==> src/rtl/comb_ctrl_pkg.sv <==
// Shared types and constants for the Comb sequencing controller.
// The helper maps a constant select to its odd constant K (1, 3, 5, 7).
package comb_ctrl_pkg;

    localparam int DATA_W = 8;

    typedef enum logic [1:0] {
        OP_ADD = 2'd0,
        OP_SUB = 2'd1,
        OP_AND = 2'd2,
        OP_OR  = 2'd3
    } op_e;

    typedef enum logic [1:0] {
        CSEL_1 = 2'd0,
        CSEL_3 = 2'd1,
        CSEL_5 = 2'd2,
        CSEL_7 = 2'd3
    } csel_e;

    typedef enum logic [1:0] {
        IDLE = 2'd0,
        RUN  = 2'd1,
        RESP = 2'd2
    } state_e;

    function automatic logic [DATA_W-1:0] csel_to_k(input csel_e c);
        return {{(DATA_W-3){1'b0}}, c, 1'b1};
    endfunction

endpackage

==> src/rtl/Comb.sv <==
// Comb ALU: 8-bit add/sub/and/or of the input against a selectable constant.
// AND/OR use the negated constant (-K mod 256); the carry-in is tied low.
module Comb
    import comb_ctrl_pkg::*;
(
    input  logic [DATA_W-1:0] MyInput,
    input  op_e               MyOperation,
    input  csel_e             MyConstantSelect,
    output logic [DATA_W-1:0] MyOutput,
    output logic              MyStatus
);

    logic [DATA_W-1:0] k;
    logic [DATA_W-1:0] k_neg;
    logic [DATA_W-1:0] carry_in;

    assign carry_in = '0;
    assign k        = csel_to_k(MyConstantSelect);
    assign k_neg    = ~k + DATA_W'(1);

    always_comb begin
        MyOutput = MyInput;
        case (MyOperation)
            OP_ADD:  MyOutput = MyInput + k + carry_in;
            OP_SUB:  MyOutput = MyInput + k_neg + carry_in;
            OP_AND:  MyOutput = MyInput & k_neg;
            OP_OR:   MyOutput = MyInput | k_neg;
            default: MyOutput = MyInput;
        endcase
    end

    assign MyStatus = (MyOutput == '0);

endmodule

==> src/rtl/comb_seq_ctrl_arb.sv <==
// Round-robin one-hot arbiter; the search starts at ptr and wraps.
// Purely combinational, the pointer register lives in the caller.
module comb_rr_arb #(
    parameter int NREQ = 2
) (
    input  logic [NREQ-1:0]         valid,
    input  logic [$clog2(NREQ)-1:0] ptr,
    output logic [NREQ-1:0]         grant
);

    logic found;

    always_comb begin
        grant = '0;
        found = 1'b0;
        for (int i = 0; i < NREQ; i++) begin
            for (int j = 0; j < NREQ; j++) begin
                if (!found && (j == (int'(ptr) + i) % NREQ) && valid[j]) begin
                    grant[j] = 1'b1;
                    found    = 1'b1;
                end
            end
        end
    end

endmodule

==> src/rtl/comb_seq_ctrl.sv <==
// Shares one Comb ALU among NREQ requesters: accept a command, iterate the
// ALU count times on the accumulator, then hold the result until taken.
module comb_seq_ctrl
    import comb_ctrl_pkg::*;
#(
    parameter int NREQ  = 2,
    parameter int CNT_W = 4
) (
    input  logic                     clk,
    input  logic                     reset,
    input  logic [NREQ-1:0]          req_valid,
    output logic [NREQ-1:0]          req_ready,
    input  logic [NREQ*DATA_W-1:0]   req_data,
    input  logic [NREQ*2-1:0]        req_op,
    input  logic [NREQ*2-1:0]        req_csel,
    input  logic [NREQ*CNT_W-1:0]    req_count,
    output logic                     rsp_valid,
    input  logic                     rsp_ready,
    output logic [$clog2(NREQ)-1:0]  rsp_id,
    output logic [DATA_W-1:0]        rsp_data,
    output logic                     rsp_zero,
    output logic                     busy
);

    localparam int ID_W = $clog2(NREQ);

    state_e            state_q;
    logic [DATA_W-1:0] acc_q;
    logic              zero_q;
    op_e               op_q;
    csel_e             csel_q;
    logic [CNT_W-1:0]  rem_q;
    logic [ID_W-1:0]   id_q;
    logic [ID_W-1:0]   ptr_q;
    logic [ID_W-1:0]   ptr_d;

    logic [NREQ-1:0]   grant;
    logic [ID_W-1:0]   gnt_id;
    logic [DATA_W-1:0] sel_data;
    op_e               sel_op;
    csel_e             sel_csel;
    logic [CNT_W-1:0]  sel_count;
    logic [DATA_W-1:0] alu_out;
    logic              alu_zero;

    comb_rr_arb #(.NREQ(NREQ)) u_arb (
        .valid (req_valid),
        .ptr   (ptr_q),
        .grant (grant)
    );

    Comb u_comb (
        .MyInput          (acc_q),
        .MyOperation      (op_q),
        .MyConstantSelect (csel_q),
        .MyOutput         (alu_out),
        .MyStatus         (alu_zero)
    );

    always_comb begin
        gnt_id    = '0;
        sel_data  = '0;
        sel_op    = OP_ADD;
        sel_csel  = CSEL_1;
        sel_count = '0;
        for (int i = 0; i < NREQ; i++) begin
            if (grant[i]) begin
                gnt_id    = ID_W'(i);
                sel_data  = req_data[i*DATA_W +: DATA_W];
                sel_op    = op_e'(req_op[i*2 +: 2]);
                sel_csel  = csel_e'(req_csel[i*2 +: 2]);
                sel_count = req_count[i*CNT_W +: CNT_W];
            end
        end
        ptr_d = (gnt_id == ID_W'(NREQ-1)) ? '0 : gnt_id + 1'b1;
    end

    // Gated by reset so no grant is offered while the block is held in reset.
    assign req_ready = (state_q == IDLE && !reset) ? grant : '0;

    always_ff @(posedge clk or posedge reset) begin
        if (reset) begin
            state_q <= IDLE;
            acc_q   <= '0;
            zero_q  <= 1'b0;
            op_q    <= OP_ADD;
            csel_q  <= CSEL_1;
            rem_q   <= '0;
            id_q    <= '0;
            ptr_q   <= '0;
        end else begin
            case (state_q)
                IDLE: begin
                    if (|grant) begin
                        acc_q  <= sel_data;
                        op_q   <= sel_op;
                        csel_q <= sel_csel;
                        rem_q  <= sel_count;
                        id_q   <= gnt_id;
                        ptr_q  <= ptr_d;
                        if (sel_count == '0) begin
                            zero_q  <= (sel_data == '0);
                            state_q <= RESP;
                        end else begin
                            state_q <= RUN;
                        end
                    end
                end
                RUN: begin
                    acc_q  <= alu_out;
                    zero_q <= alu_zero;
                    rem_q  <= rem_q - 1'b1;
                    if (rem_q == CNT_W'(1)) state_q <= RESP;
                end
                RESP: begin
                    if (rsp_ready) state_q <= IDLE;
                end
                default: state_q <= IDLE;
            endcase
        end
    end

    assign rsp_valid = (state_q == RESP);
    assign rsp_id    = id_q;
    assign rsp_data  = acc_q;
    assign rsp_zero  = zero_q;
    assign busy      = (state_q != IDLE);

endmodule
==> config.mk <==
export PLATFORM = sky130hd
export DESIGN_NAME = comb_seq_ctrl
export DESIGN_NICKNAME = d
export VERILOG_FILES = /design/src/rtl/comb_ctrl_pkg.sv /design/src/rtl/Comb.sv /design/src/rtl/comb_seq_ctrl_arb.sv /design/src/rtl/comb_seq_ctrl.sv
export SDC_FILE = /design/constraint.sdc
export NUM_CORES = 1
export LEC_CHECK = 0
export ABC_AREA = 1
export CAP_MARGIN = 10
export CORE_MARGIN = 4
export CORE_UTILIZATION = 40
export CTS_BUF_LIST = sky130_fd_sc_hd__clkbuf_2
export DETAILED_ROUTE_END_ITERATION = 7
export PLACE_DENSITY = 0.66
export SYNTH_ARGS = -nofsm -noshare
export SYNTH_HDL_FRONTEND = slang
export SYNTH_SLANG_ARGS = --single-unit
==> constraint.sdc <==
create_clock -name clk -period 2.4 [get_ports clk]
set_input_delay 0.6 -clock clk [delete_from_list [all_inputs] [get_ports clk]]
set_output_delay 0.6 -clock clk [all_outputs]
set_load 0.1 [all_outputs]
Word-level counts from Yosys, hierarchy flattened. Index checks and enable logic that the tools add are counted.

Bits in registers: 21. Bits of input ports: 37. Output and inout port bits: 14. Word-level logic and storage cells: 85.

Add/subtract/negate cells: 6. Eq/ne operators: 11. Multiplexer cells: 30. Bitwise logic cells: 4. Reduce and logical (&&, ||, !) cells: 26.

Operator list (number): zero test 32 bit (2); case mux 8 bit (4 select lines) (1); two-way mux 8 bit (3); two-way mux 2 bit (9); zero test 8 bit (2); case mux 8 bit (2 select lines) (1); two-way mux 4 bit (3); two-way mux 1 bit (10); adder 8 x 1 -> 8 bit (second input constant) (1); adder 8 x 3 -> 8 bit (1); adder 8 bit (1); bitwise AND 8 bit (1); logical AND 1 bit (8); NOT 3 -> 8 bit (1); OR 8 bit (1); case mux 4 bit (2 select lines) (1); equality test 2 bit (second input constant) (3); inequality test 2 x 1 -> 1 bit (second input constant) (3); case mux 2 bit (3 select lines) (1); AND reduction 3 bit (2); equality test 2 x 1 -> 1 bit (second input constant) (2); equality test 4 x 1 -> 1 bit (second input constant) (1); zero test 1 bit (4); zero test 2 bit (2); 10 further kinds (13).

Logic depth before layout (Yosys ltp). Gate-level depths: netlist of the first run.

Depth after elaboration: 20. Gate-level depth with buffers: 18. Depth with buffers taken out: 18.

Hierarchy. From an unflattened synthesis of the first run, not the netlist that was laid out.

Cell total of the unflattened synthesis: 303. Area, all modules: 1909.3 µm².

By module, submodules not included: comb_seq_ctrl (times used 1, cells each 179, area an instance 1301.2 µm², seq. area each 525.5 µm²); Comb (times used 1, cells each 119, area an instance 588.1 µm², seq. area each 0.0 µm²); comb_rr_arb (times used 1, cells each 5, area an instance 20.0 µm², seq. area each 0.0 µm²).

Worst setup path before layout of the first run. OpenSTA, ideal clock, no wires.

Path kind: register to output. Start point: reg state_q[0]. End point: out req_ready[0]. Data arrival time: 2.673 ns. Required time: 1.800 ns. Slack: -0.873 ns. Cell stages (with the launch flop): 6. Path buffers: 0. Cells stage by stage: dfrtp_1 > nor2_1 > inv_1 > nor2_1 > inv_1 > nor2_1.

Word-level cells in the longest chain between the ends: 3.

Ends and longest elaborated chain: start: declaration (line comb_seq_ctrl.sv:27) `state_e state_q;`; start signal: assignment (line comb_seq_ctrl.sv:83) `state_q <= IDLE;`; start signal: assignment (line comb_seq_ctrl.sv:103) `state_q <= RESP;`; start signal: assignment (line comb_seq_ctrl.sv:105) `state_q <= RUN;`; zero test 2 bit (line comb_seq_ctrl.sv:79) `assign req_ready = (state_q == IDLE && !reset) ? grant : '0;`; logical AND 1 bit (line comb_seq_ctrl.sv:79); two-way mux 2 bit (line comb_seq_ctrl.sv:79); end: declaration (line comb_seq_ctrl.sv:12) `output logic [NREQ-1:0] req_ready,`.

Every way passes these cells.

Worst setup path after layout of the first run.
Start point: in req_valid[0]. End point: out req_ready[1].

Word-level cells in the longest chain between the ends: 15. Elaborated cells on any way between the ends: 16. Those cells by class: mux: 6; reduce/logical: 10.

Ends and longest elaborated chain: start: declaration (line comb_seq_ctrl.sv:11) `input logic [NREQ-1:0] req_valid,`; logical AND 1 bit (line comb_seq_ctrl_arb.sv:18) `if (!found && (j == (int'(ptr) + i) % NREQ) && valid[j]) begin`; two-way mux 1 bit (line comb_seq_ctrl_arb.sv:18); zero test 1 bit (line comb_seq_ctrl_arb.sv:18); logical AND 1 bit (2 in series) (line comb_seq_ctrl_arb.sv:18); two-way mux 1 bit (line comb_seq_ctrl_arb.sv:18); zero test 1 bit (line comb_seq_ctrl_arb.sv:18); logical AND 1 bit (2 in series) (line comb_seq_ctrl_arb.sv:18); two-way mux 1 bit (line comb_seq_ctrl_arb.sv:18); zero test 1 bit (line comb_seq_ctrl_arb.sv:18); logical AND 1 bit (2 in series) (line comb_seq_ctrl_arb.sv:18); two-way mux 1 bit * (line comb_seq_ctrl_arb.sv:18); two-way mux 2 bit * (line comb_seq_ctrl.sv:79).

Every way passes the cells marked *; elsewhere a longest branch is shown, timed or not.

==> results of run 1 <==
[routing by layer]
layer  share of wire  track usage
met4           0.015       0.0485
met1            0.44        0.245
met3           0.045       0.0237
met2            0.50        0.334
met5               0            0
[how the worst min path moves through the flow]
stage            from  endpoint  slack [ns]  depth (start not counted)
2_1_floorplan   ptr_q     ptr_q        0.49                          2
3_3_place_gp   rsp_id    rsp_id        0.47                          2
3_5_place_dp   rsp_id    rsp_id        0.48                          2
4_1_cts        rsp_id    rsp_id        0.53                          2
5_1_grt         reset     ptr_q        0.55                          2
6_report       rsp_id    rsp_id        0.52                          2
[metrics by stage]
step                      TNS [ns]  std cells   util  hold slack [ns]  cell area [um2]
after floorplan             -0.261        274      -            0.492             1860
after global placement           0        386  0.565            0.467             2490
after detailed placement   -0.0473        386  0.565            0.482             2490
final                            0        391  0.579            0.523             2550
after CTS                        0        390  0.569            0.527             2510
after global routing       -0.0932        391  0.579            0.548             2550
[repair_timing]
| action | in CTS | in global routing |
|---|---|---|
| buffers inserted | 0 | 1 |
| gates resized for setup | 0 | 8 |
| endpoints found under the setup margin | 0 | 2 |
[flip-flops by register name, indices dropped and copies added (netlist names)]
register and cells:
csel_q 2, op_q 2, rem_q 4, rsp_zero 1
ptr_q 1, rsp_data 8, state_q 2, rsp_id 1
[logic make-up (layout without fill, tap and decap cells)]
kind of cell             Yosys count  in the layout  share of synthesized area
AO/OA/AOI/OAI                     53             53                      0.178
XOR/XNOR                           3              3                     0.0143
adder cells (fa/ha/maj)            6              6                     0.0448
buffers and inverters             57            122                      0.126
flip-flops                        21             21                      0.285
AND/OR/NAND/NOR                  134            134                      0.351
[area by class of cell]
| cell class | instances | area [um2] | share of cell area |
|---|---|---|---|
| sequential | 21 | 529 | 0.207 |
| tap | 52 | 65.1 | 0.0255 |
| inverter | 52 | 198 | 0.0774 |
| clock buffer | 4 | 20.0 | 0.00784 |
| multi-input combinational | 196 | 1130 | 0.443 |
| timing repair buffer | 66 | 611 | 0.239 |
[layout by cell type (no fill, tap or decap), types with 7 or more instances in the layout]
cell             synthesis  routed
a21oi_1                  9       7
buf_4                    2      28
clkdlybuf4s50_1          0      36
dfrtp_1                 21      18
inv_1                   45      45
nand2_1                 71      71
nand3_1                 21      20
nor2_1                  17      14
o21ai_0                 17      17
o22ai_1                  8       8
[critical path: stages]
cell and delay, ns:
clkdlybuf4s50_1 0.42, nand2_1 0.07, nand2_1 0.08, nor2_1 0.15, inv_1 0.11, nor2_4 0.11, buf_12 0.18
==> metrics.md, run 1 <==
| Metric | Value |
|---|---|
| Most numerous cell in the Yosys netlist | nand2_1 |
| Clock Tree Buf Depth | 2 |
| #FFs+latches synth | 21 |
| Reg-to-reg setup timing slack | 0.19 ns |
| DRT Pass-1 Iters | 4 |
| Layout cell share with drive strength beyond 1 | 0.206 |
| CTS Sinks | 21 |
| Slew margin rel. | 0.806 |
| Main area contributors after synthesis | dfrtp_1 (29%), nand2_1 (14%), inv_1 (9.2%) |
| Final setup fails | 0 |
| CTS tree | built |
| Post-Syn Area | 0.00184 mm2 |
| Critical Path RT | 1.80 ns |
| CTS Buf Count | 3 |
| Seq/Total Area, Yosys | 0.285 |
| # rows | 24 |
| H-Tree Level Count | 1 |
| R2R cell count | 14 |
| Crit path to | req_ready[1] |
| Status | finished, final reports clean |
| Period utilization | 0.961 |
| Wire per inst | 12.9 um |
| Top FF cell, synth | dfrtp_1 |
| Grt total ovfl | 0 |
| Syn Inst Count | 274 |
| Hold_buf cts | 0 |
| Post-layout min period | 2.31 ns |
| Inserted Diodes | 0 |
| Most frequent cells after synthesis | nand2_1 (71), inv_1 (45), dfrtp_1 (21), nand3_1 (21) |
| Hold Path Class | register to register |
| Synth-to-layout area growth | 38.7% |
| Max Cap Viol | 0 |
| Final wirelength | 5030 um |
| DRC | 0 |
| Worst Tran Pin Value | 0.287 ns |
| Initial Util | 0.417 |
| Post-route setup slack | 0.0929 ns |
| EDFF count, synth | 0 |
| HPWL after DPL | 4190 um |
| Clock-pin transition on the worst setup and hold timing paths | 0.21 ns |
| Routed via count | 1,981 |
| Synth Warn # | 0 |
| Die X | 75.9 um |
| Mean post-synth cell area | 6.72 um2 |
| Clk Latency, worst-skew pair | 0.33 ns |
| DIE AREA | 0.00575 mm2 |
| Critical Path AT | 1.71 ns |
| Num ports | 51 |
| Slew Limit Fails | 0 |
| Fmax | 433 MHz |
| Root Buffer | clkbuf_2 |
| Via/cell ratio | 5.07 |
| Asr flop ratio synth | 1.00 |
| GPL Wtd Cong | 0.847 |
| Die Y-Extent | 75.9 um |
| Dominant cell type by area after synthesis | dfrtp_1 |
| Largest net degree at the start of global routing | 20 |
| Vias in the first global route | 1,903 |
| Pre-CTS setup slack | -0.0473 ns |
| Final Skew | 0.0102 ns |
| Setup crit end kind | output port |
| First-pass GRT wire length | 8420 um |
| Top-area cell type share of the netlist area | 0.285 |
| Critical-path maximum fanout | 3 |
| I/O Buffers | 50 |
| Crit path kind | input port to output port |
| Fin nets | 383 |
| Antenna-violating nets left | 0 |
| Reg2reg start | op_q[1] |
| Number of fill cells | 429 |
| Fin. Hold Viols | 0 |
| Worst R2R End | rsp_zero |
| Post-synth net total | 317 |
| Gr usage total | 0.190 |
| DRT iter0 DRCs | 63 |
| CP Launch Point | req_valid[0] |
| Unique masters post-synth | 39 |
| Core area | 0.00441 mm2 |
| RSZ-0062 raised after global routing | true |
| Startpoint types | input port |
| Antenna violations before repair | 0 |
Power of run 1 is not shown: default switching activity piles up to over one toggle a cycle in this logic, so the estimate is an artifact.
==> run 2: changes to the inputs <==
Settings changed: CTS_CLUSTER_DIAMETER set to 80.
==> results of run 2 <==
The final DEF is identical to that of run 1; final timing and power are the same.
Power of run 2 is left out for the same reason.
